File: config.mk
export PLATFORM = sky130hd
export DESIGN_NAME = fc_argmax
export DESIGN_NICKNAME = d
export VERILOG_FILES = /design/src/rtl/fc_argmax.sv
export SDC_FILE = /design/constraint.sdc
export NUM_CORES = 1
export LEC_CHECK = 0
export CORE_ASPECT_RATIO = 0.6
export CORE_MARGIN = 4
export CORE_UTILIZATION = 44
export CTS_CLUSTER_DIAMETER = 40
export DETAILED_ROUTE_END_ITERATION = 7
export GPL_TIMING_DRIVEN = 1
export PLACE_DENSITY = 0.72
export SKIP_CTS_REPAIR_TIMING = 1
export SYNTH_ARGS = -nofsm -noshare
export SYNTH_HDL_FRONTEND = slang
export SYNTH_SLANG_ARGS = --single-unit
File: constraint.sdc
create_clock -name clk -period 2.6 [get_ports clk]
set_clock_uncertainty 0.15 [all_clocks]
set_input_delay 0.52 -clock clk [delete_from_list [all_inputs] [get_ports clk]]
set_output_delay 0.52 -clock clk [all_outputs]
set_load 0.005 [all_outputs]
File: src/rtl/fc_argmax.sv
`default_nettype none
// ============================================================================
//  Module   : fc_argmax
//  Brief    : Running arg-max over a serial stream of NUM_CLASSES signed FC
//             scores. It reports the winning class index and its score
//             together with a done flag.
//  Option   : FC_ARGMAX_TOP2_EN enables runner-up tracking and adds the
//             second_idx and second_score ports.
//  Revision : 1.0 - initial release
// ============================================================================
module fc_argmax #(
  parameter int NUM_CLASSES = 10,
  parameter int SCORE_W     = 38,
  parameter int IDX_W       = 4
) (
  input  logic               clk,
  input  logic               rst_n,
  input  logic               enable,
  input  logic               score_valid,
  input  logic [SCORE_W-1:0] score_in,
  output logic               score_ready,
  output logic [IDX_W-1:0]   class_idx,
  output logic [SCORE_W-1:0] max_score,
  output logic               done
`ifdef FC_ARGMAX_TOP2_EN
  ,
  output logic [IDX_W-1:0]   second_idx,
  output logic [SCORE_W-1:0] second_score
`endif
);

  typedef enum logic [1:0] {
    S_IDLE    = 2'd0,
    S_COLLECT = 2'd1,
    S_DONE    = 2'd2
  } state_t;

  localparam logic [IDX_W-1:0] C_LAST = IDX_W'(NUM_CLASSES - 1);

  state_t                     r_state;
  state_t                     w_next;
  logic [IDX_W-1:0]           r_cnt;
  logic                       r_ready;
  logic                       r_done;
  logic [IDX_W-1:0]           r_idx;
  logic signed [SCORE_W-1:0]  r_max;
  logic                       w_accept;
  logic                       w_first;
  logic                       w_gt_max;

  assign w_accept = score_valid & r_ready;
  assign w_first  = (r_cnt == '0);
  assign w_gt_max = $signed(score_in) > r_max;

  // State register
  always_ff @(posedge clk or negedge rst_n) begin
    if (!rst_n) r_state <= S_IDLE;
    else        r_state <= w_next;
  end

  // Next-state logic; dropping enable always returns to idle
  always_comb begin
    w_next = r_state;
    if (!enable) begin
      w_next = S_IDLE;
    end else begin
      case (r_state)
        S_IDLE:    w_next = S_COLLECT;
        S_COLLECT: if (w_accept && (r_cnt == C_LAST)) w_next = S_DONE;
        S_DONE:    w_next = S_DONE;
        default:   w_next = S_IDLE;
      endcase
    end
  end

  // Registered handshake and done flags, derived from the next state
  always_ff @(posedge clk or negedge rst_n) begin
    if (!rst_n) begin
      r_ready <= 1'b0;
      r_done  <= 1'b0;
    end else begin
      r_ready <= (w_next == S_COLLECT);
      r_done  <= (w_next == S_DONE);
    end
  end

  // Class counter and running maximum; strict compare keeps the lowest index on ties
  always_ff @(posedge clk or negedge rst_n) begin
    if (!rst_n) begin
      r_cnt <= '0;
      r_idx <= '0;
      r_max <= '0;
    end else if (!enable) begin
      r_cnt <= '0;
      r_idx <= '0;
      r_max <= '0;
    end else if (r_state == S_IDLE) begin
      r_cnt <= '0;
    end else if (w_accept) begin
      r_cnt <= r_cnt + IDX_W'(1);
      if (w_first || w_gt_max) begin
        r_max <= $signed(score_in);
        r_idx <= r_cnt;
      end
    end
  end

`ifdef FC_ARGMAX_TOP2_EN
  logic [IDX_W-1:0]          r_sidx;
  logic signed [SCORE_W-1:0] r_second;
  logic                      w_gt_second;

  assign w_gt_second = $signed(score_in) > r_second;

  // Runner-up: a new max demotes the old one; the second accept seeds the slot
  always_ff @(posedge clk or negedge rst_n) begin
    if (!rst_n) begin
      r_sidx   <= '0;
      r_second <= '0;
    end else if (!enable) begin
      r_sidx   <= '0;
      r_second <= '0;
    end else if (w_accept && !w_first) begin
      if (w_gt_max) begin
        r_second <= r_max;
        r_sidx   <= r_idx;
      end else if (w_gt_second || (r_cnt == IDX_W'(1))) begin
        r_second <= $signed(score_in);
        r_sidx   <= r_cnt;
      end
    end
  end

  assign second_idx   = r_sidx;
  assign second_score = r_second;
`endif

  assign score_ready = r_ready;
  assign done        = r_done;
  assign class_idx   = r_idx;
  assign max_score   = r_max;

endmodule
`default_nettype wire

==> flow_metrics.tcl <==
set metrics [dict create \
    dpl-instance-area_um2 4570 \
    fp.dieH_um 74.6 \
    crit_path_end_kind "flop" \
    synthAdderAreaFrac_pct 15.8 \
    crit_path_max_incr_delay_ps 470 \
    clk_pin_slew_ps 70 \
    vias 2947 \
    gr-total-overflow 0 \
    num_rows 23 \
    postSynth.asyncResetShare_pct 100 \
    path_buf_inv 3 \
    required_ps 2650 \
    outcome "complete, but fails checks" \
    worstMarginPinSlew_ps 545 \
    crit_slowest_cell "clkdlybuf4s50_1" \
    yosysWarnings 0 \
    ys_seq_elements 50 \
    first_pass_iters 4 \
    wl_mm 9.11 \
    drtAntennaViolNets 0 \
    place_congestion 0.843 \
    root_buffer "clkbuf_16" \
    dp_hpwl_mm 6.65 \
    cts_buffer_depth 2 \
    tritoncts "done" \
    die_x_um 119 \
    synth_top_area_cell "dfrtp_1" \
    cap_violations 0 \
    synth_top_family_by_area "simple AND/OR/NAND/NOR gates" \
    synth-simple-area-share_pct 18.0 \
    rsz0062_at_grt "yes" \
    hp-class "flop to flop" \
    synth_compound_area_share_pct 6.81 \
    ys.flop_type "dfrtp_1" \
    antenna_found_initial 0 \
    routedWlPerCell_um 15.4 \
    via_per_inst 4.98 \
    finalWorstSetupSlack_ps -443 \
    die-area_um2 8880 \
    grt_pass1_wl_mm 13.6 \
    synthXorXnorAreaFrac_pct 0.538 \
    cp-start-kind "primary input" \
    finalSetupViolCount 42 \
    grt_pass1_vias 2823 \
    cp.arrival_ps 3100 \
    syn_area_um2 3250 \
    clock-sinks 50 \
    layout_commonest_cell "nand2_1" \
    synthCells 359 \
    setup_tns_ps -16650 \
    finalInstanceArea_um2 4960 \
    path_cells "clkdlybuf4s50_1 -> ha_1 -> nand4_1 -> or2_1 -> a311o_1 -> and4b_1 -> nor3_4 -> buf_6 -> buf_12 -> mux2i_2" \
    path_max_fanout 8 \
    drc 0 \
    whs_ps 392 \
    fmax_mhz 329 \
    track_usage_pct 19.3 \
    min_period_ps 3040 \
    drtIter0Drc 167 \
    core_area_um2 6940 \
    ys_seq_area_share_pct 38.4 \
    p_total_uw 2070 \
    antenna_cells 0 \
    avgSynthCellArea_um2 9.07 \
    final_cell_mix "95 x nand2_1, 73 x clkdlybuf4s50_1, 50 x dfrtp_1" \
    clk_latency_ps 290 \
    p_leak_uw 0.00245 \
    maxSlewViolCount 0 \
    power_density_nw_per_um2 417 \
    synth_cell_types 34 \
    tritoncts.num_buffers 5 \
    synthTopCellsByArea "dfrtp_1 38%, ha_1 16%, mux2i_1 13%" \
    h-tree-depth 2 \
    initial_utilization_pct 46.9 \
    cpLargestDelayFamily "simple AND/OR/NAND/NOR gates" \
    synth_top_area_share_pct 38.4 \
    portBuffers 85 \
    ir_drop_uv 316 \
    hold_viol 0 \
    synth.mux.area_fraction_pct 13.2 \
    critPathKind "primary input to flop" \
    synth-edff-count 0 \
    area_delta_synth_final_pct 52.3 \
    synthesis.nets 442 \
    grt_max_degree 36 \
    ioPinCount 86 \
    layout.nets 574 \
    period_share_pct 117 \
    slew_headroom_pct 63.3 \
    drive_above_1_share_pct 16.5 \
    violations "setup timing" \
]
-- flip-flops by register name (all words and copies together) (netlist names) --
register     flops
class_idx        4
max_score       38
score_ready      1
r_state          2
done             1
r_cnt            4
-- cell families (layout without fill, tap and decap cells) --
family	after synthesis	after routing
and+or+nand+nor	131	131
buffers and inverters	55	188
DFF	50	50
muxes	43	43
adders and majority gates	41	41
AOI/OAI and AO/OA	37	37
xor gates and xnor gates	2	2
-- Yosys cell counts (2+ instances only) --
cell type / n
nand2_1: 96
dfrtp_1: 50
mux2i_1: 43
ha_1: 41
inv_1: 41
a21oi_1: 19
clkbuf_1: 10
nand4_1: 8
nand3_1: 6
o21ai_0: 6
a21o_1: 5
nor2_1: 5
buf_6: 4
and2_1: 2
and3b_1: 2
nand2b_1: 2
nor4_1: 2
-- per-stage QoR --
stage | util (%) | cells | setup slack [ps]
finish | 71.5 | 592 | -443
global route | 71.5 | 592 | -550
CTS | 67.9 | 585 | -503
detailed placement | 65.8 | 577 | -802
global placement | 65.8 | 577 | -707
floorplan | - | 359 | -172
-- worst register-to-register path: cells and delay by family, from the launching register on --
kind | cells | cell delay [ps]
AND/OR/NAND/NOR | 4 | 1030
buffers and inverters | 3 | 380
adder cells (fa/ha/maj) | 1 | 260
AO/OA/AOI/OAI | 2 | 520
flip-flops | 1 | 350
multiplexers | 1 | 230
-- report_power, final --
part | total (µW) | internal, µW | switching (µW)
sequential | 835 | 813 | 22.9
clock | 655 | 357 | 298
combinational | 578 | 314 | 264
-- cell type report --
class	count	area (µm²)
multi-input combinational	254	1920
sequential	50	1250
tap	100	125
timing repair buffer	139	1360
inverter	41	154
fill	501	1980
clock buffer	5	125
clock inverter	3	21.3
-- metal layers --
| metal | share of wire (%) | global-route usage [%] |
|---|---|---|
| met1 | 50 | 27.5 |
| met2 | 42 | 30.5 |
| met3 | 7.4 | 4.80 |
| met4 | 0.56 | 3.85 |
| met5 | 0 | 0 |
-- worst paths after layout --
check	start	slack, ps	endpoint	cells after the start
setup / recovery	score_in[29]	-440	max_score[31]	10
hold / removal	class_idx[3]	390	class_idx[3]	2
setup reg to reg	max_score[21]	-400	max_score[31]	11
hold reg to reg	class_idx[3]	390	class_idx[3]	2
max in group asynchronous	rst_n	1280	max_score[2]	3
min in group asynchronous	rst_n	430	max_score[17]	2
Note: power is estimated with default switching activity, not from simulation.
